<file path="config.mk">
export PLATFORM = sky130hd
export DESIGN_NAME = broadcast_queue
export DESIGN_NICKNAME = d
export VERILOG_FILES = /design/src/rtl/broadcast_queue.sv
export SDC_FILE = /design/constraint.sdc
export NUM_CORES = 1
export LEC_CHECK = 0
export CAP_MARGIN = 20
export CORE_ASPECT_RATIO = 1.75
export CORE_MARGIN = 3
export CORE_UTILIZATION = 25
export DETAILED_ROUTE_END_ITERATION = 8
export GPL_TIMING_DRIVEN = 1
export MAX_ROUTING_LAYER = met4
export PLACE_DENSITY = 0.42
export SYNTH_ARGS = -nofsm -noshare
export SYNTH_HDL_FRONTEND = slang
export SYNTH_SLANG_ARGS = --single-unit
</file>
<file path="constraint.sdc">
create_clock -name clk -period 5.63 [get_ports clk]
set_input_delay 0.563 -clock clk [delete_from_list [all_inputs] [get_ports clk]]
set_output_delay 0.563 -clock clk [all_outputs]
set_load 0.005 [all_outputs]
</file>
<file path="src/rtl/broadcast_queue.sv">
// broadcast_queue
// Collects completed results from NUM_FU functional units, buffers them in a
// DEPTH-entry FIFO and broadcasts one entry per cycle on the common data bus
// (CDB) with a valid/ready handshake toward the rename/ROB stage.
//
// Each FU raises fu_done for one cycle and then holds fu_result/fu_tag
// stable. The block latches a pending flag, grants one pending FU per cycle
// in round-robin order (only when the FIFO has room), writes the granted
// result at the FIFO tail and pulses fu_queued for that FU one cycle later.
//
// Optional feature (compile-time macro BROADCAST_QUEUE_BYPASS_EN):
//   When defined and the FIFO is empty, a granted result drives the CDB
//   combinationally in its grant cycle. If the consumer takes it that same
//   cycle the entry never enters the FIFO. When undefined there is no
//   combinational path from the fu_* inputs to the cdb_* outputs.

module broadcast_queue #(
    parameter int NUM_FU     = 4,
    parameter int DATA_WIDTH = 32,
    parameter int TAG_WIDTH  = 7,
    parameter int DEPTH      = 8
) (
    input  logic                           clk,
    input  logic                           rst,
    input  logic [NUM_FU-1:0]              fu_done,
    input  logic [NUM_FU*DATA_WIDTH-1:0]   fu_result,
    input  logic [NUM_FU*TAG_WIDTH-1:0]    fu_tag,
    output logic [NUM_FU-1:0]              fu_queued,
    output logic                           cdb_valid,
    output logic [TAG_WIDTH-1:0]           cdb_tag,
    output logic [DATA_WIDTH-1:0]          cdb_data,
    input  logic                           cdb_ready,
    output logic [$clog2(DEPTH):0]         occupancy
);

    localparam int PTR_W = $clog2(DEPTH);
    localparam int CNT_W = PTR_W + 1;
    localparam int RR_W  = $clog2(NUM_FU);

    localparam logic [CNT_W-1:0] FULL_CNT = CNT_W'(DEPTH);
    localparam logic [RR_W-1:0]  LAST_FU  = RR_W'(NUM_FU - 1);

    // ------------------------------------------------------------------
    // State
    // ------------------------------------------------------------------
    logic [NUM_FU-1:0]     pending_r;
    logic [NUM_FU-1:0]     fu_queued_r;
    logic [RR_W-1:0]       rr_ptr_r;
    logic [PTR_W-1:0]      wr_ptr_r;
    logic [PTR_W-1:0]      rd_ptr_r;
    logic [CNT_W-1:0]      count_r;
    logic [TAG_WIDTH-1:0]  tag_mem_r  [DEPTH];
    logic [DATA_WIDTH-1:0] data_mem_r [DEPTH];

    // ------------------------------------------------------------------
    // Combinational control
    // ------------------------------------------------------------------
    logic                  fifo_pop_s;
    logic                  space_s;
    logic                  grant_any_s;
    logic [RR_W-1:0]       grant_idx_s;
    logic [NUM_FU-1:0]     grant_vec_s;
    logic [TAG_WIDTH-1:0]  grant_tag_s;
    logic [DATA_WIDTH-1:0] grant_data_s;
    logic                  push_s;
`ifdef BROADCAST_QUEUE_BYPASS_EN
    logic                  bypass_s;
`endif

    // Pop only a real FIFO entry; a room check accounts for a same-cycle pop.
    always_comb begin
        fifo_pop_s = (count_r != {CNT_W{1'b0}}) && cdb_ready;
        space_s    = (count_r != FULL_CNT) || fifo_pop_s;
    end

    // Round-robin search over pending FUs starting at rr_ptr_r.
    always_comb begin
        int idx;
        idx         = 0;
        grant_any_s = 1'b0;
        grant_idx_s = {RR_W{1'b0}};
        for (int k = 0; k < NUM_FU; k++) begin
            idx = int'(rr_ptr_r) + k;
            if (idx >= NUM_FU) begin
                idx = idx - NUM_FU;
            end else begin
                idx = idx;
            end
            if (!grant_any_s && space_s && pending_r[idx]) begin
                grant_any_s = 1'b1;
                grant_idx_s = RR_W'(idx);
            end else begin
                grant_any_s = grant_any_s;
            end
        end
    end

    // One-hot grant vector and the granted FU's result/tag.
    always_comb begin
        grant_vec_s = {NUM_FU{1'b0}};
        for (int i = 0; i < NUM_FU; i++) begin
            if (grant_any_s && (grant_idx_s == RR_W'(i))) begin
                grant_vec_s[i] = 1'b1;
            end else begin
                grant_vec_s[i] = 1'b0;
            end
        end
        grant_tag_s  = fu_tag[int'(grant_idx_s)*TAG_WIDTH +: TAG_WIDTH];
        grant_data_s = fu_result[int'(grant_idx_s)*DATA_WIDTH +: DATA_WIDTH];
    end

`ifdef BROADCAST_QUEUE_BYPASS_EN
    // A grant into an empty FIFO is shown directly on the CDB; it is only
    // written to the FIFO if the consumer does not take it this cycle.
    always_comb begin
        bypass_s = (count_r == {CNT_W{1'b0}}) && grant_any_s;
        push_s   = grant_any_s && !(bypass_s && cdb_ready);
    end
`else
    // Every grant is written to the FIFO tail.
    always_comb begin
        push_s = grant_any_s;
    end
`endif

    // CDB drive: FIFO head from storage, optionally overridden by the bypass.
    always_comb begin
        cdb_valid = (count_r != {CNT_W{1'b0}});
        cdb_tag   = tag_mem_r[rd_ptr_r];
        cdb_data  = data_mem_r[rd_ptr_r];
`ifdef BROADCAST_QUEUE_BYPASS_EN
        if (bypass_s) begin
            cdb_valid = 1'b1;
            cdb_tag   = grant_tag_s;
            cdb_data  = grant_data_s;
        end else begin
            cdb_valid = cdb_valid;
        end
`endif
    end

    // ------------------------------------------------------------------
    // Sequential logic
    // ------------------------------------------------------------------

    // Pending flags, acknowledges, arbitration pointer, FIFO pointers/count.
    always_ff @(posedge clk) begin
        if (rst) begin
            pending_r   <= {NUM_FU{1'b0}};
            fu_queued_r <= {NUM_FU{1'b0}};
            rr_ptr_r    <= {RR_W{1'b0}};
            wr_ptr_r    <= {PTR_W{1'b0}};
            rd_ptr_r    <= {PTR_W{1'b0}};
            count_r     <= {CNT_W{1'b0}};
        end else begin
            // A new done wins over a same-cycle clear; a done on an already
            // pending FU just leaves the flag set.
            pending_r   <= (pending_r & ~grant_vec_s) | fu_done;
            fu_queued_r <= grant_vec_s;

            if (grant_any_s) begin
                if (grant_idx_s == LAST_FU) begin
                    rr_ptr_r <= {RR_W{1'b0}};
                end else begin
                    rr_ptr_r <= grant_idx_s + RR_W'(1);
                end
            end else begin
                rr_ptr_r <= rr_ptr_r;
            end

            if (push_s) begin
                wr_ptr_r <= wr_ptr_r + PTR_W'(1);
            end else begin
                wr_ptr_r <= wr_ptr_r;
            end

            if (fifo_pop_s) begin
                rd_ptr_r <= rd_ptr_r + PTR_W'(1);
            end else begin
                rd_ptr_r <= rd_ptr_r;
            end

            case ({push_s, fifo_pop_s})
                2'b10:   count_r <= count_r + CNT_W'(1);
                2'b01:   count_r <= count_r - CNT_W'(1);
                default: count_r <= count_r;
            endcase
        end
    end

    // FIFO storage write at the tail; contents need no reset.
    always_ff @(posedge clk) begin
        if (!rst && push_s) begin
            tag_mem_r[wr_ptr_r]  <= grant_tag_s;
            data_mem_r[wr_ptr_r] <= grant_data_s;
        end
    end

    assign fu_queued = fu_queued_r;
    assign occupancy = count_r;

endmodule
</file>
==> flow_metrics.env, run 1 <==
export IMPL_insertion_delay_ps=510
export IMPL_areaGrowthSynthToFinish_pct=29.9
export IMPL_clockBufferDepth=3
export IMPL_grt_usage=0.130
export IMPL_cts_hold_buf=0
export IMPL_ir_drop_uv=216
export IMPL_arrival_ps=3220
export IMPL_grt_pass1_wl_um=53400
export IMPL_die_area_sq_um=58300
export IMPL_slew_headroom=0.282
export IMPL_wire_per_inst_um=23.3
export IMPL_outcome="complete, no violations"
export IMPL_worstSetupStartpointType="flop"
export IMPL_first_pass_iters=4
export IMPL_tritoncts="done"
export IMPL_multi_input_area_sq_um=3860
export IMPL_synth_largest_area_cell="edfxtp_1"
export IMPL_synth_nets=806
export IMPL_seq_area_frac_synth=0.710
export IMPL_nNetsFinal=1037
export IMPL_power_mw=7.74
export IMPL_synth_area_top_cells="edfxtp_1, mux4_2, dfxtp_1"
export IMPL_layout_commonest_cell="edfxtp_1"
export IMPL_drc=0
export IMPL_totalWireLength_um=36800
export IMPL_finalCriticalPeriod_ps=3780
export IMPL_critical_path_class="reg2out"
export IMPL_slew_viol_final=0
export IMPL_start_util=0.254
export IMPL_ys_ff_latch=335
export IMPL_avgSynthCellArea_sq_um=21.8
export IMPL_antenna_found_initial=0
export IMPL_coreArea_sq_um=54600
export IMPL_fillers=5208
export IMPL_die_h_um=317
export IMPL_critPathCaptureType="output pin"
export IMPL_fin_crit_sh=0.672
export IMPL_crit_chain="buf_12, mux4_2, mux2_2, clkdlybuf4s50_1"
export IMPL_cts_buffers_inserted=34
export IMPL_power_leakage_nw=5.61
export IMPL_tightest_slew_ps=1070
export IMPL_hold_viol_final=0
export IMPL_drv_cap=0
export IMPL_min_path_type="reg2reg"
export IMPL_drive_gt1_frac=0.276
export IMPL_port_buffers=210
export IMPL_tns_ps=0
export IMPL_cpPeakStageDelay_ps=810
export IMPL_grt_pass1_vias=8087
export IMPL_ys_flop_type="edfxtp_1"
export IMPL_seqCellArea_sq_um=9840
export IMPL_synth_top_area_share=0.677
export IMPL_worstPathMaxFanout=47
export IMPL_cts_max_level=2
export IMPL_final_setup_viol_count=0
export IMPL_dpl_hpwl_um=23700
export IMPL_pin_count=211
export IMPL_place_gp_congestion=0.727
export IMPL_clkTransAtPathRegs_ps=60
export IMPL_critPathSlowestCell="dfxtp_4"
export IMPL_cts_root_buffer="clkbuf_16"
export IMPL_synth_cells=634
export IMPL_num_rows=113
export IMPL_die_w_um=184
export IMPL_async_flop_share=0
export IMPL_power_density_nw_per_um2=431
export IMPL_n_antenna_cell=0
export IMPL_cts_sinks=335
export IMPL_vias=7202
export IMPL_skew_ps=13.2
export IMPL_routed_via_density=4.56
export IMPL_gr_total_overflow=0
export IMPL_syn_cell_area_sq_um=13800
export IMPL_grt_max_degree=59
export IMPL_fmax_ghz=0.264
export IMPL_ant_nets=0
export IMPL_yosys_warnings=0
export IMPL_yosysUniqueCellTypes=38
export IMPL_cp_data_required_time_ps=5070
export IMPL_mostFrequentLayoutCells="edfxtp_1, clkdlybuf4s50_1, mux4_2"
export IMPL_ctsResizeCount=0
export IMPL_synth_edf_count=312
export IMPL_rsz0062_at_grt="no"
export IMPL_drt_initial_drc_count=350
export IMPL_cts_setup_buffers=0
synthesized netlist by cell type, types with 2 or more instances:
library cell and count:
nor3b_1 5, mux2_2 40, mux4_2 118, o21ai_0 7, nor3_1 5, xor2_1 6
buf_6 5, nand2_1 3, a21oi_1 9, nor2b_1 7, nor2_1 21, ha_1 9
buf_2 12, edfxtp_1 312, or3_1 5, clkbuf_1 15, inv_2 2, buf_1 3
inv_1 4, dfxtp_1 23, mux2i_1 4, o21ai_1 2, nand3b_1 2
routing by layer:
layer | wire, um | track usage
met1 | 14200 | 0.148
met2 | 20000 | 0.233
met3 | 1410 | 0.0188
met4 | 1170 | 0.0456
met5 | 0 | -
metrics by stage:
step           hold slack (ps)  setup slack [ps]  instance area, sq um  cells  utilization
6_report                   511              1850                 18000   1581        0.329
3_5_place_dp               506              1930                 16800   1519        0.309
5_1_grt                    565              1610                 18000   1581        0.329
3_3_place_gp               497              1980                 16800   1519        0.309
4_1_cts                    514              1670                 18000   1581        0.329
2_1_floorplan              473              1240                 13800    634            -
worst paths after layout:
check                                                   end  slack [ps]  cells past startpoint                     start
worst max-delay path                           cdb_data[25]        1850                      4                      flop
worst min-delay path               rr_ptr_r[0]$_SDFFE_PP0P_         510                      2  rr_ptr_r[0]$_SDFFE_PP0P_
worst max register to register  data_mem_r[6][29]$_DFFE_PP_        2470                      5   pending_r[2]$_SDFF_PP0_
worst min register to register     rr_ptr_r[0]$_SDFFE_PP0P_         510                      2  rr_ptr_r[0]$_SDFFE_PP0P_
logic make-up (layout without fill, tap and decap cells):
group           Yosys count  after routing  share of synthesized area
fa+ha+maj                 9              9                    0.00814
flops                   335            335                      0.710
mux                     162            162                      0.228
xor+xnor                  6              6                    0.00380
simple gates             56             56                     0.0226
buf+inv                  41            298                     0.0149
compound gates           25             25                     0.0126
worst max-delay path: cells and delay by family (launching register included):
family	cells	cell delay (ps)
buffers and inverters	2	970
flip-flops	1	810
multiplexers	2	850
cell type report:
class / instances / share of cell area
Clock buffer: 43 / 0.0528
Inverter: 6 / 0.00125
Sequential cell: 335 / 0.547
Clock inverter: 19 / 0.00975
Multi-Input combinational cell: 258 / 0.215
Timing Repair Buffer: 230 / 0.126
Tap cell: 690 / 0.0480
registers in the layout, indices dropped and copies added, names as in the netlist, named ones only:
signal,count
occupancy,4
rd_ptr_r,3
tag_mem_r,56
pending_r,4
wr_ptr_r,3
rr_ptr_r,2
data_mem_r,256
fu_queued,4
where the power goes:
group	internal, mW	switching (mW)	total [mW]
logic	1.16	0.965	2.13
registers	3.17	0.176	3.34
clock network	1.34	0.937	2.28
No activity file was read; power rests on OpenSTA's default activity.
==> run 2, diff against run 1 <==
- PLACE_DENSITY: 0.42 -> 0.44
- clock period: 5.63 -> 3.18 ns (I/O delays scaled with it)
==> flow_metrics.env, run 2 (synthesis results as in run 1) <==
export IMPL_outcome="complete, no violations"
export IMPL_grt_pass1_wl_um=52600
export IMPL_clockBufferDepth=3
export IMPL_ir_drop_uv=554
export IMPL_drt_initial_drc_count=365
export IMPL_hold_depth=3
export IMPL_crit_chain="buf_4, mux4_2, mux2_2, clkdlybuf4s50_1"
export IMPL_grt_usage=0.128
export IMPL_num_rows=113
export IMPL_coreArea_sq_um=54600
export IMPL_top_register="data_mem_r"
export IMPL_areaGrowthSynthToFinish_pct=31.7
export IMPL_grt_pass1_vias=8101
export IMPL_power_leakage_nw=5.70
export IMPL_largest_reg_flops=256
export IMPL_postPlaceCellArea_sq_um=17100
export IMPL_p_clk_frac=0.283
export IMPL_rsz0062_at_grt="no"
export IMPL_cp_num_buf_inv=2
export IMPL_reg2reg_slack_ps=430
export IMPL_cts_sinks=335
export IMPL_fin_crit_sh=0.909
export IMPL_cp_top_family="multiplexers"
export IMPL_wire_per_inst_um=22.7
export IMPL_placedCellCount=1524
export IMPL_slew_headroom=0.718
export IMPL_layout_commonest_cell="edfxtp_1"
export IMPL_finalCriticalPeriod_ps=2890
export IMPL_clkTransAtPathRegs_ps=60
export IMPL_cts_max_level=2
export IMPL_tightest_slew_ps=422
export IMPL_fin_cells=1596
export IMPL_die_h_um=317
export IMPL_drc=0
export IMPL_skew_ps=24.7
export IMPL_p_int_mw=10.1
export IMPL_min_delay_worst_endpoint="pending_r[1]$_SDFF_PP0_"
export IMPL_p_seq_frac=0.421
export IMPL_cts_buffers_inserted=34
export IMPL_setup_ws_ps=288
export IMPL_worstReg2RegStart="occupancy[1]$_SDFFE_PP0P_"
export IMPL_start_util=0.254
export IMPL_mostFrequentLayoutCells="edfxtp_1, clkdlybuf4s50_1, mux4_2"
export IMPL_grt_max_degree=40
export IMPL_arrival_ps=2570
export IMPL_vias=7171
export IMPL_min_from="fu_done[1]"
export IMPL_fmax_ghz=0.346
export IMPL_worstSetupStartpointType="flop"
export IMPL_hold_viol_final=0
export IMPL_port_buffers=210
export IMPL_dp_slack_ps=270
export IMPL_combPwrFrac=0.295
export IMPL_power_density_nw_per_um2=755
export IMPL_ant_nets=0
export IMPL_totalWireLength_um=36300
export IMPL_die_w_um=184
export IMPL_critPathSlowestCell="mux4_2"
export IMPL_cp_data_required_time_ps=2860
export IMPL_drive_gt1_frac=0.291
export IMPL_first_pass_iters=4
export IMPL_swShare=0.267
export IMPL_ctsResizeCount=0
export IMPL_critical_path_class="reg2out"
export IMPL_die_area_sq_um=58300
export IMPL_antenna_found_initial=5
export IMPL_cpPeakStageDelay_ps=540
export IMPL_routed_via_density=4.49
export IMPL_final_setup_viol_count=0
export IMPL_drv_cap=0
export IMPL_power_switching_mw=3.67
export IMPL_critPathCaptureType="output pin"
export IMPL_cts_hold_buf=0
export IMPL_slew_viol_final=0
export IMPL_dpl_hpwl_um=23000
export IMPL_ff2ff_path_depth=10
export IMPL_worst_path_stages=4
export IMPL_tritoncts="done"
export IMPL_insertion_delay_ps=520
export IMPL_pin_count=211
export IMPL_fillers=5200
export IMPL_nNetsFinal=1050
export IMPL_reg2reg_to="occupancy[2]$_SDFFE_PP0P_"
export IMPL_min_path_type="in2reg"
export IMPL_hold_ws_ps=411
export IMPL_worstPathMaxFanout=12
export IMPL_gr_total_overflow=0
export IMPL_fin_area_sq_um=18200
export IMPL_place_gp_congestion=0.748
export IMPL_cts_root_buffer="clkbuf_16"
export IMPL_reg_top3="data_mem_r: 256 flops, tag_mem_r: 56 flops"
-- run 2: cell count changes in the layout (fill, tap and decap cells not counted), moves of 2 or more --
cell        previous run  this run
clkinv_2               5         8
buf_4                 19        17
clkbuf_1               6         2
clkinv_4               2         0
diode_2                0         5
buf_12                 1        16
clkinv_1               7         5
clkbuf_16             37        35
clkinvlp_4             1         4
-- run 2: final cells by class --
cell class | instances | area, sq um | area share
Antenna cell | 5 | 12.5 | 0.000687
Clock buffer | 37 | 883 | 0.0485
Tap cell | 690 | 863 | 0.0474
Multi-Input combinational cell | 258 | 3860 | 0.212
Inverter | 6 | 22.5 | 0.00124
Clock inverter | 22 | 196 | 0.0108
Sequential cell | 335 | 9840 | 0.540
Timing Repair Buffer | 243 | 2550 | 0.140
-- run 2: per-stage QoR --
stage | setup TNS [ps] | utilization | power, mW
global placement | 0 | 0.313 | 10.0
finish | 0 | 0.334 | 13.8
detailed placement | 0 | 0.313 | 10.1
floorplan | -163270 | - | 8.23
global route | 0 | 0.334 | 14.5
CTS | 0 | 0.333 | 14.0
-- run 2: metal layers --
metal	share of wire	track usage	vias to the layer above
li1	-	-	3169
met1	0.39	0.142	3780
met2	0.54	0.233	181
met3	0.047	0.0259	41
met4	0.020	0.0344	0
met5	0	-	-
-- run 2: how the worst max path moves through the flow --
stage / endpoint / start / slack [ps]
floorplan: data_mem_r[0][0]$_DFFE_PP_ / occupancy[1]$_SDFFE_PP0P_ / -1050
global placement: data_mem_r[0][26]$_DFFE_PP_ / cdb_ready / 340
detailed placement: data_mem_r[1][26]$_DFFE_PP_ / cdb_ready / 270
CTS: cdb_data[19] / flop / 20
global route: cdb_tag[4] / flop / 160
finish: cdb_data[20] / flop / 290
-- run 2: repair_timing --
| item | CTS | global route |
|---|---|---|
| endpoints found under the hold margin | 0 | 0 |
| buffers inserted | 0 | 8 |
| setup endpoints to repair | 0 | 10 |
-- run 2: worst register-to-register path, stage by stage, from the launching register on --
cell and delay [ps]:
dfxtp_1 370, or3_1 560, o21ai_1 340, inv_1 110
ha_1 280, xor2_1 160, ha_1 180, a21oi_1 140
xor2_1 90, or3_1 300, a21oi_1 140
-- run 2: power groups by stage --
stage / logic [mW] / clock network (mW) / registers (mW)
floorplan: 2.43 / 0 / 5.80
global placement: 4.09 / 0 / 5.92
detailed placement: 4.12 / 0 / 5.93
CTS: 4.14 / 4.06 / 5.84
global route: 4.43 / 4.20 / 5.83
finish: 4.06 / 3.89 / 5.79
==> run 3, diff against run 2 <==
- SLEW_MARGIN: not set -> 20
==> results of run 3 <==
The final DEF is identical to that of run 2; final timing and power are the same.
